### src/rtl/color_pkg.sv
// Shared types for the dice turn sequencer: detector colors and FSM states.
package color_pkg;

  typedef enum logic [1:0] {
    ColNone  = 2'b00,
    ColRed   = 2'b01,
    ColGreen = 2'b10,
    ColBlue  = 2'b11
  } color_t;

  typedef enum logic [2:0] {
    StIdle      = 3'd0,
    StWaitClear = 3'd1,
    StWaitDice  = 3'd2,
    StConfirm   = 3'd3,
    StPresent   = 3'd4
  } seq_state_t;

  localparam int unsigned FrameCntW = 16;
  localparam int unsigned MatchCntW = 3;

endpackage

### src/rtl/frame_timeout_counter.sv
// Saturating per-turn frame counter; expired is high once count has reached limit.
module frame_timeout_counter
  import color_pkg::*;
(
  input  logic                 clk,
  input  logic                 reset,
  input  logic                 clear,
  input  logic                 enable,
  input  logic                 tick,
  input  logic [FrameCntW-1:0] limit,
  output logic [FrameCntW-1:0] count,
  output logic                 expired
);

  logic [FrameCntW-1:0] count_q, count_d;

  // Next count: clear wins, otherwise count enabled ticks and stick at all-ones.
  always_comb begin
    count_d = count_q;
    if (clear) begin
      count_d = '0;
    end else if (enable && tick && (count_q != {FrameCntW{1'b1}})) begin
      count_d = count_q + 1'b1;
    end
  end

  // Counter register.
  always_ff @(posedge clk or posedge reset) begin
    if (reset) begin
      count_q <= '0;
    end else begin
      count_q <= count_d;
    end
  end

  assign count   = count_q;
  assign expired = (count_q >= limit);

endmodule

### src/rtl/dice_turn_sequencer.sv
// Runs one dice-reading turn: wait for an empty tray, confirm a stable color over
// several detector results (or forfeit on frame timeout), then hold the result
// until the consumer takes it and hand the turn to the other player.
module dice_turn_sequencer
  import color_pkg::*;
#(
  parameter logic [15:0] TIMEOUT_FRAMES = 16'd600,
  parameter int unsigned CONFIRM_COUNT  = 3
) (
  input  logic       clk,
  input  logic       reset,
  input  logic       roll_req,
  input  logic       abort,
  input  logic       new_game,
  input  logic       frame_tick,
  input  logic [1:0] stable_color,
  input  logic       result_ready,
  input  logic       current_state_white,
  input  logic       res_ready,
  output logic       res_valid,
  output logic [1:0] res_color,
  output logic       res_timeout,
  output logic       res_player,
  output logic       busy,
  output logic [2:0] state_dbg
);

  localparam logic [MatchCntW-1:0] ConfirmCnt = MatchCntW'(CONFIRM_COUNT);

  seq_state_t            state_q, state_d;
  color_t                cand_q, cand_d;
  color_t                color_q, color_d;
  logic [MatchCntW-1:0]  match_q, match_d;
  logic                  player_q, player_d;
  logic                  timeout_q, timeout_d;

  logic [FrameCntW-1:0]  frame_count;
  logic                  frame_expired;
  logic                  cnt_clear;
  logic                  cnt_enable;
  logic                  timeout_hit;
  logic                  res_nonzero;
  logic                  accept;
  color_t                in_color;

  assign in_color    = color_t'(stable_color);
  assign res_nonzero = result_ready && (in_color != ColNone);
  assign cnt_enable  = (state_q == StWaitClear) || (state_q == StWaitDice) ||
                       (state_q == StConfirm);
  assign cnt_clear   = abort || new_game || ((state_q == StIdle) && roll_req);

  // This tick makes the count reach the limit (or it is already there).
  assign timeout_hit = cnt_enable && frame_tick &&
                       (frame_expired || (frame_count == TIMEOUT_FRAMES - 16'd1));

  // A result that completes the confirmation run this cycle.
  assign accept = res_nonzero &&
                  (((state_q == StWaitDice) && (ConfirmCnt == 3'd1)) ||
                   ((state_q == StConfirm) && (in_color == cand_q) &&
                    ((match_q + 3'd1) == ConfirmCnt)));

  frame_timeout_counter u_frame_timeout_counter (
    .clk     (clk),
    .reset   (reset),
    .clear   (cnt_clear),
    .enable  (cnt_enable),
    .tick    (frame_tick),
    .limit   (TIMEOUT_FRAMES),
    .count   (frame_count),
    .expired (frame_expired)
  );

  // Next-state logic: abort/new_game first, then accepted color over timeout.
  always_comb begin
    state_d   = state_q;
    cand_d    = cand_q;
    color_d   = color_q;
    match_d   = match_q;
    player_d  = player_q;
    timeout_d = timeout_q;

    if (new_game || abort) begin
      state_d = StIdle;
      match_d = '0;
      cand_d  = ColNone;
      if (new_game) player_d = 1'b0;
    end else begin
      unique case (state_q)
        StIdle: begin
          if (roll_req) begin
            state_d = StWaitClear;
            match_d = '0;
            cand_d  = ColNone;
          end
        end
        StPresent: begin
          if (res_ready) begin
            state_d  = StIdle;
            player_d = ~player_q;
          end
        end
        StWaitClear, StWaitDice, StConfirm: begin
          if (accept) begin
            state_d   = StPresent;
            color_d   = in_color;
            timeout_d = 1'b0;
            match_d   = ConfirmCnt;
          end else if (timeout_hit) begin
            state_d   = StPresent;
            color_d   = ColNone;
            timeout_d = 1'b1;
          end else begin
            case (state_q)
              StWaitClear: begin
                if (frame_tick && current_state_white) state_d = StWaitDice;
              end
              StWaitDice: begin
                if (res_nonzero) begin
                  cand_d  = in_color;
                  match_d = 3'd1;
                  state_d = StConfirm;
                end
              end
              StConfirm: begin
                // A white frame means the dice left the tray: start over.
                if (frame_tick && current_state_white) begin
                  state_d = StWaitDice;
                  match_d = '0;
                end else if (res_nonzero) begin
                  if (in_color == cand_q) begin
                    match_d = match_q + 3'd1;
                  end else begin
                    cand_d  = in_color;
                    match_d = 3'd1;
                  end
                end
              end
              default: ;
            endcase
          end
        end
        default: state_d = StIdle;
      endcase
    end
  end

  // State and result registers.
  always_ff @(posedge clk or posedge reset) begin
    if (reset) begin
      state_q   <= StIdle;
      cand_q    <= ColNone;
      color_q   <= ColNone;
      match_q   <= '0;
      player_q  <= 1'b0;
      timeout_q <= 1'b0;
    end else begin
      state_q   <= state_d;
      cand_q    <= cand_d;
      color_q   <= color_d;
      match_q   <= match_d;
      player_q  <= player_d;
      timeout_q <= timeout_d;
    end
  end

  assign res_valid   = (state_q == StPresent);
  assign res_color   = color_q;
  assign res_timeout = timeout_q;
  assign res_player  = player_q;
  assign busy        = (state_q != StIdle);
  assign state_dbg   = state_q;

endmodule

### config.mk
export PLATFORM = sky130hd
export DESIGN_NAME = dice_turn_sequencer
export DESIGN_NICKNAME = d
export VERILOG_FILES = /design/src/rtl/color_pkg.sv /design/src/rtl/frame_timeout_counter.sv /design/src/rtl/dice_turn_sequencer.sv
export SDC_FILE = /design/constraint.sdc
export NUM_CORES = 1
export LEC_CHECK = 0
export ABC_AREA = 1
export CORE_ASPECT_RATIO = 0.8
export CORE_MARGIN = 2
export CORE_UTILIZATION = 57
export CTS_CLUSTER_SIZE = 30
export DETAILED_ROUTE_END_ITERATION = 8
export PLACE_DENSITY = 0.8
export SETUP_SLACK_MARGIN = 0.2
export SLEW_MARGIN = 20
export SYNTH_ARGS = -nofsm -noshare
export SYNTH_HDL_FRONTEND = slang
export SYNTH_SLANG_ARGS = --single-unit
### constraint.sdc
create_clock -name clk -period 1.9 [get_ports clk]
set_input_delay 0.57 -clock clk [delete_from_list [all_inputs] [get_ports clk]]
set_output_delay 0.57 -clock clk [all_outputs]
set_load 0.005 [all_outputs]
==> results of run 1 <==
[flip-flops by register name, indices dropped and copies added, names as in the netlist]
register,flops
u_frame_timeout_counter.count,16
cand_q,2
res_timeout,1
state_dbg,3
res_color,2
res_player,1
match_q,3
[cells by family after synthesis]
kind of cell	synth area share, %
and+or+nand+nor	38.6
buffers and inverters	9.04
DFF	36.2
AOI/OAI and AO/OA	9.10
xor gates and xnor gates	4.52
adders and majority gates	2.58
[stage by stage]
step / hold slack, ns / cells / total power (uW) / cell area, um^2
after detailed placement: 0.462 / 356 / 815 / 2390
final: 0.474 / 378 / 1230 / 2720
after floorplan: 0.461 / 270 / 719 / 1950
after global placement: 0.467 / 356 / 811 / 2390
after global routing: 0.507 / 378 / 1270 / 2720
after CTS: 0.481 / 370 / 1190 / 2540
[repair_timing]
item,in CTS,in global routing
gates cloned,0,1
resized for setup,31,45
setup buffers,10,7
pin swaps,6,13
setup endpoints to repair,36,30
[area by class of cell]
type	count	area (um^2)	share of cell area, %
clock buffers	4	55.1	2.02
inverters	41	159	5.84
multi-input cells	198	1210	44.4
flip-flops and latches	28	702	25.8
well taps	40	50.0	1.84
repair buffers	67	547	20.1
[worst paths after layout]
check	from	endpoint	slack (ns)
min	res_timeout	res_timeout	0.47
max	state_dbg[1]	res_valid	0.12
min in group asynchronous	reset	res_player	0.67
max in group asynchronous	reset	u_frame_timeout_counter.count[6]	0.94
max reg2reg	state_dbg[1]	u_frame_timeout_counter.count[3]	0.17
min reg2reg	res_timeout	res_timeout	0.47
[cells in the mapped netlist (all sizes together) (2+ instances only)]
cell type	n
nand2	69
inv	41
nor2	35
dfrtp	28
nand3	25
o21ai	17
nand4	13
nor3	10
xor2	8
nand3b	5
a21oi	4
ha	4
buf	3
a31oi	2
xnor2	2
[metal layers]
| layer | GRT usage (%) | part of all wire, % | wire length, um | up-vias |
|---|---|---|---|---|
| li1 | - | - | - | 1008 |
| met1 | 42.6 | 42 | 2560 | 1037 |
| met2 | 46.8 | 45 | 2760 | 152 |
| met3 | 4.53 | 11 | 645 | 23 |
| met4 | 5.60 | 2.7 | 165 | 0 |
| met5 | 0 | 0 | 0 | - |
[placed cells by master, fill, tap and decap left out, drive strengths merged, types with 10 or more instances in the layout]
cell type	count
nand2	69
buf	49
inv	41
nor2	35
dfrtp	28
nand3	25
o21ai	17
nand4	13
dlygate4sd2	10
nor3	10
[power breakdown]
| part | leakage [uW] | internal (uW) | switching, uW |
|---|---|---|---|
| clock | 0.0000288 | 186 | 185 |
| sequential | 0.000387 | 603 | 7.84 |
| combinational | 0.00103 | 106 | 137 |
| total | 0.00145 | 895 | 330 |
[critical path: cells and delay by family (launching register included)]
kind                   cells  cell delay, ns
AND/OR/NAND/NOR            2            0.22
buffers and inverters      3            0.31
flip-flops                 1            0.40
==> flow_summary.toml, run 1 <==
[run_status]
outcome = "finished, final reports clean"

[synth]
synth_nets = 285
synth_flop_cell = "dfrtp_1"
synthCells = 270
yosys.cell_types.count = 28
async_flop_share_pct = 100
yosys.area.top_type = "dfrtp_1"
syn_avg_cell_area_um2 = 7.18
ys_seq_area_share_pct = 36.2
yosys_warnings = 0
yosys-top-cells-area = "dfrtp_1 (36%), nand2_1 (13%), inv_1 (7.0%), nand3_1 (6.5%), nor2_1 (6.2%)"
synth_area_um2 = 1940
yosysTopAreaCellShare_pct = 36.2
synth_edf_count = 0
synth_seq_cells = 28

[clock_tree]
clock_sinks = 28
cts_buffer_depth = 2
cts_buffers = 3
holdBufCountCts = 0
root_buffer = "clkbuf_8"
cts_htree_levels = 1
cts_tree = "done"
clk_latency_ns = 0.28
clk_pin_slew_ns = 0.09

[power]
p_per_area_nw_per_um2 = 450
ir_drop_mv = 0.492
p_leak_uw = 0.00145

[sta]
timing.final.ws_setup_ns = 0.123
fin_tns_setup_ns = 0
post-route-period-util_pct = 93.5
rsz0062_at_grt = "true"
maxSlewHeadroom_pct = 75.3
final.setup_skew_ns = 0.00460
max_freq_mhz = 563
min_period_ns = 1.78
worst_pin_slew_ns = 0.368
drv_slew = 0
hold_viol_final = 0
finalSetupViolCount = 0

[worst_hold_path]
worstHoldPathCells = 2
hp-class = "flip-flop to flip-flop"

[floorplan]
num_io_pins = 20
dieArea_um2 = 3890
fp.dieH_um = 56.2
rows = 18
fp.dieW_um = 69.2
core_um2 = 3180
initial_core_util_pct = 61.0

[place]
dpl.hpwl_um = 3840
pre_cts_ws_ns = -0.335
portBuffers = 19
gp_congestion = 0.949

[cells_and_area]
nFillCells = 176
utilization_pct = 85.7
syn_to_final_growth_pct = 40.5
final_layout_size_suffix_gt1_share_pct = 33.4
diodes = 0
final_net_count = 354

[setup_path]
worstSetupPathType = "flip-flop to output pin"
crit_path_max_incr_delay_ns = 0.40
critPathArrivalTime_ns = 1.21
cp.required_ns = 1.33
end_kind = "output pin"
rr_worst_depth = 12
crit_fanout = 2
cp-start-kind = "flip-flop"
slowest_stage = "dfrtp_1"
worstPathCellList = "buf_6 > nor2_4 > nand2_1 > inv_2 > clkbuf_2"

[drt]
num_vias = 2220
drtIter0Drc = 274
first_pass_iters = 5
ant_nets = 0
wl_per_cell_um = 16.2
routed_via_density = 5.87
finalWirelength_um = 6130
post-route-drc-count = 0

[run]
maxCapViolCount = 0

[global_routing]
grt_pass1_vias = 1998
grt_max_degree = 29
grt_usage_pct = 29.4
grt_first_pass_wirelength_um = 9210
overflow = 0
grt_antenna_before_repair = 0
Note: power is estimated with default switching activity, not from simulation.
==> run 2: changes to the inputs <==
--- a/config.mk
+++ b/config.mk
@@ -9,10 +9,12 @@
 export CORE_ASPECT_RATIO = 0.8
 export CORE_MARGIN = 2
 export CORE_UTILIZATION = 57
+export CTS_CLUSTER_DIAMETER = 120
 export CTS_CLUSTER_SIZE = 30
 export DETAILED_ROUTE_END_ITERATION = 8
 export PLACE_DENSITY = 0.8
 export SETUP_SLACK_MARGIN = 0.2
+export SKIP_CTS_REPAIR_TIMING = 1
 export SLEW_MARGIN = 20
 export SYNTH_ARGS = -nofsm -noshare
 export SYNTH_HDL_FRONTEND = slang
==> flow_summary.toml, run 2 (synthesized netlist as in run 1, its figures left out) <==
[global_routing]
grt_first_pass_wirelength_um = 8490
grt_max_degree = 29
gr-max-usage-layer = "met2"
met2_usage_pct = 42.9
grt_use_met3_pct = 3.80
overflow = 0
use_met1_pct = 39.6
grt_antenna_before_repair = 0
grt_pass1_vias = 1841
grt_usage_pct = 27.0

[drt]
drtIter0Drc = 300
routed_via_density = 5.78
post-route-drc-count = 0
ant_nets = 0
first_pass_iters = 7
finalWirelength_um = 6070
wl_per_cell_um = 16.2
num_vias = 2163

[setup_path]
critPathArrivalTime_ns = 2.16
worstSetupPathType = "flip-flop to flip-flop"
cp-start-kind = "flip-flop"
end_kind = "flip-flop"
slowest_stage = "dfrtp_1"
crit_path_max_incr_delay_ns = 0.49
crit_fanout = 5
path_common_cell = "nand2_1"
worstPathCellList = "nand2_1 > nor3_1 > nand2_1 > nor3_1 > xor2_1 > nand3_1 > nand2_1"
cp.required_ns = 2.11

[clock_tree]
cts_tree = "done"
cts_buffer_depth = 2
cts_htree_levels = 1
root_buffer = "clkbuf_8"
clk_latency_ns = 0.27
clk_pin_slew_ns = 0.09
clock_sinks = 28
cts_buffers = 3

[sta]
rsz0062_at_grt = "true"
maxSlewHeadroom_pct = 75.0
timing.final.ws_setup_ns = -0.0532
finalSetupViolCount = 1
fin_tns_setup_ns = -0.0532
hold_viol_final = 0
post-route-period-util_pct = 103
drv_slew = 0
worst_pin_slew_ns = 0.371
final.setup_skew_ns = 0.00504
max_freq_mhz = 512
min_period_ns = 1.95

[cells_and_area]
final_net_count = 350
instances_no_fill = 374
syn_to_final_growth_pct = 42.7
final_common_cell = "nand2_1"
final_cell_area_um2 = 2770
final_layout_size_suffix_gt1_share_pct = 33.8
diodes = 0
multi_input_area_um2 = 1220
largest_reg_flops = 16
final_cell_mix = "nand2_1 (49), buf_4 (36), inv_1 (32), dfrtp_1 (27), nor2_1 (26)"
register_area_um2 = 702
nFillCells = 160

[floorplan]
num_io_pins = 20
core_um2 = 3180
fp.dieH_um = 56.2
dieArea_um2 = 3890
rows = 18
fp.dieW_um = 69.2
initial_core_util_pct = 61.0

[power]
p_leak_uw = 0.00158
ir_drop_mv = 0.559
p_per_area_nw_per_um2 = 437

[place]
dpl.hpwl_um = 3840
gp_congestion = 0.949
portBuffers = 19
place_area_um2 = 2390
dp_cells = 356

[worst_hold_path]
hp-class = "flip-flop to flip-flop"

[run]
maxCapViolCount = 0

[run_status]
violations = "negative setup slack"
outcome = "finished with violations"
-- run 2: cell types whose count changed in the layout (fill, tap and decap cells not counted), moves of 3 or more --
cell,change
dlymetal6s2s_1,+14
dlygate4sd2_1,-10
buf_4,-6
nand2_2,+3
nand3_1,-3
nand3_2,+3
-- run 2: cell type report --
type | instances | share of cell area [%]
Multi-Input combinational cell | 198 | 44.1
Timing Repair Buffer | 63 | 20.8
Clock buffer | 4 | 1.99
Sequential cell | 28 | 25.4
Inverter | 41 | 5.92
Tap cell | 40 | 1.81
-- run 2: critical path: cells and delay by family, from the launching register on --
kind	cells	cell delay [ns]
flip-flops	1	0.49
AND/OR/NAND/NOR	6	1.14
XOR/XNOR	1	0.25
-- run 2: per-stage QoR --
stage	util, %	setup WS, ns	total power, uW	hold slack, ns
5_1_grt	87.1	-0.155	1260	0.559
3_5_place_dp	75.3	-0.335	815	0.462
4_1_cts	77.0	-0.169	1180	0.485
6_report	87.1	-0.0532	1210	0.517
2_1_floorplan	-	0.215	719	0.461
3_3_place_gp	75.3	-0.277	811	0.467
-- run 2: where the power goes --
part           switching, uW  internal (uW)
sequential              7.28            603
combinational            134           96.0
clock                    182            186
total                    324            885
-- run 2: final timing paths --
| check | start | endpoint | slack, ns | depth (start not counted) |
|---|---|---|---|---|
| max in group asynchronous | reset | state_dbg[2] | 0.94 | 3 |
| min | match_q[0] | match_q[0] | 0.52 | 2 |
| max | u_frame_timeout_counter.count[4] | u_frame_timeout_counter.count[14] | -0.05 | 7 |
| max reg2reg | u_frame_timeout_counter.count[4] | u_frame_timeout_counter.count[14] | -0.05 | 7 |
| min in group asynchronous | reset | u_frame_timeout_counter.count[8] | 0.66 | 3 |
| min reg2reg | match_q[0] | match_q[0] | 0.52 | 2 |
-- run 2: layer usage --
metal	part of all wire, %	vias to the layer above	wire (um)
met5	0	-	0
met4	2.8	0	167
met3	8.4	22	508
met2	47	128	2840
met1	42	1012	2550
li1	-	1001	-
==> run 3: changes to the inputs <==
--- a/config.mk
+++ b/config.mk
@@ -6,10 +6,11 @@
 export NUM_CORES = 1
 export LEC_CHECK = 0
 export ABC_AREA = 1
+export ABC_CLOCK_PERIOD_IN_PS = 1900
 export CORE_ASPECT_RATIO = 0.8
 export CORE_MARGIN = 2
 export CORE_UTILIZATION = 57
-export CTS_CLUSTER_DIAMETER = 120
+export CTS_CLUSTER_DIAMETER = 40
 export CTS_CLUSTER_SIZE = 30
 export DETAILED_ROUTE_END_ITERATION = 8
 export PLACE_DENSITY = 0.8
==> results of run 3 <==
Final layout, timing and power as in run 2 (identical DEF).
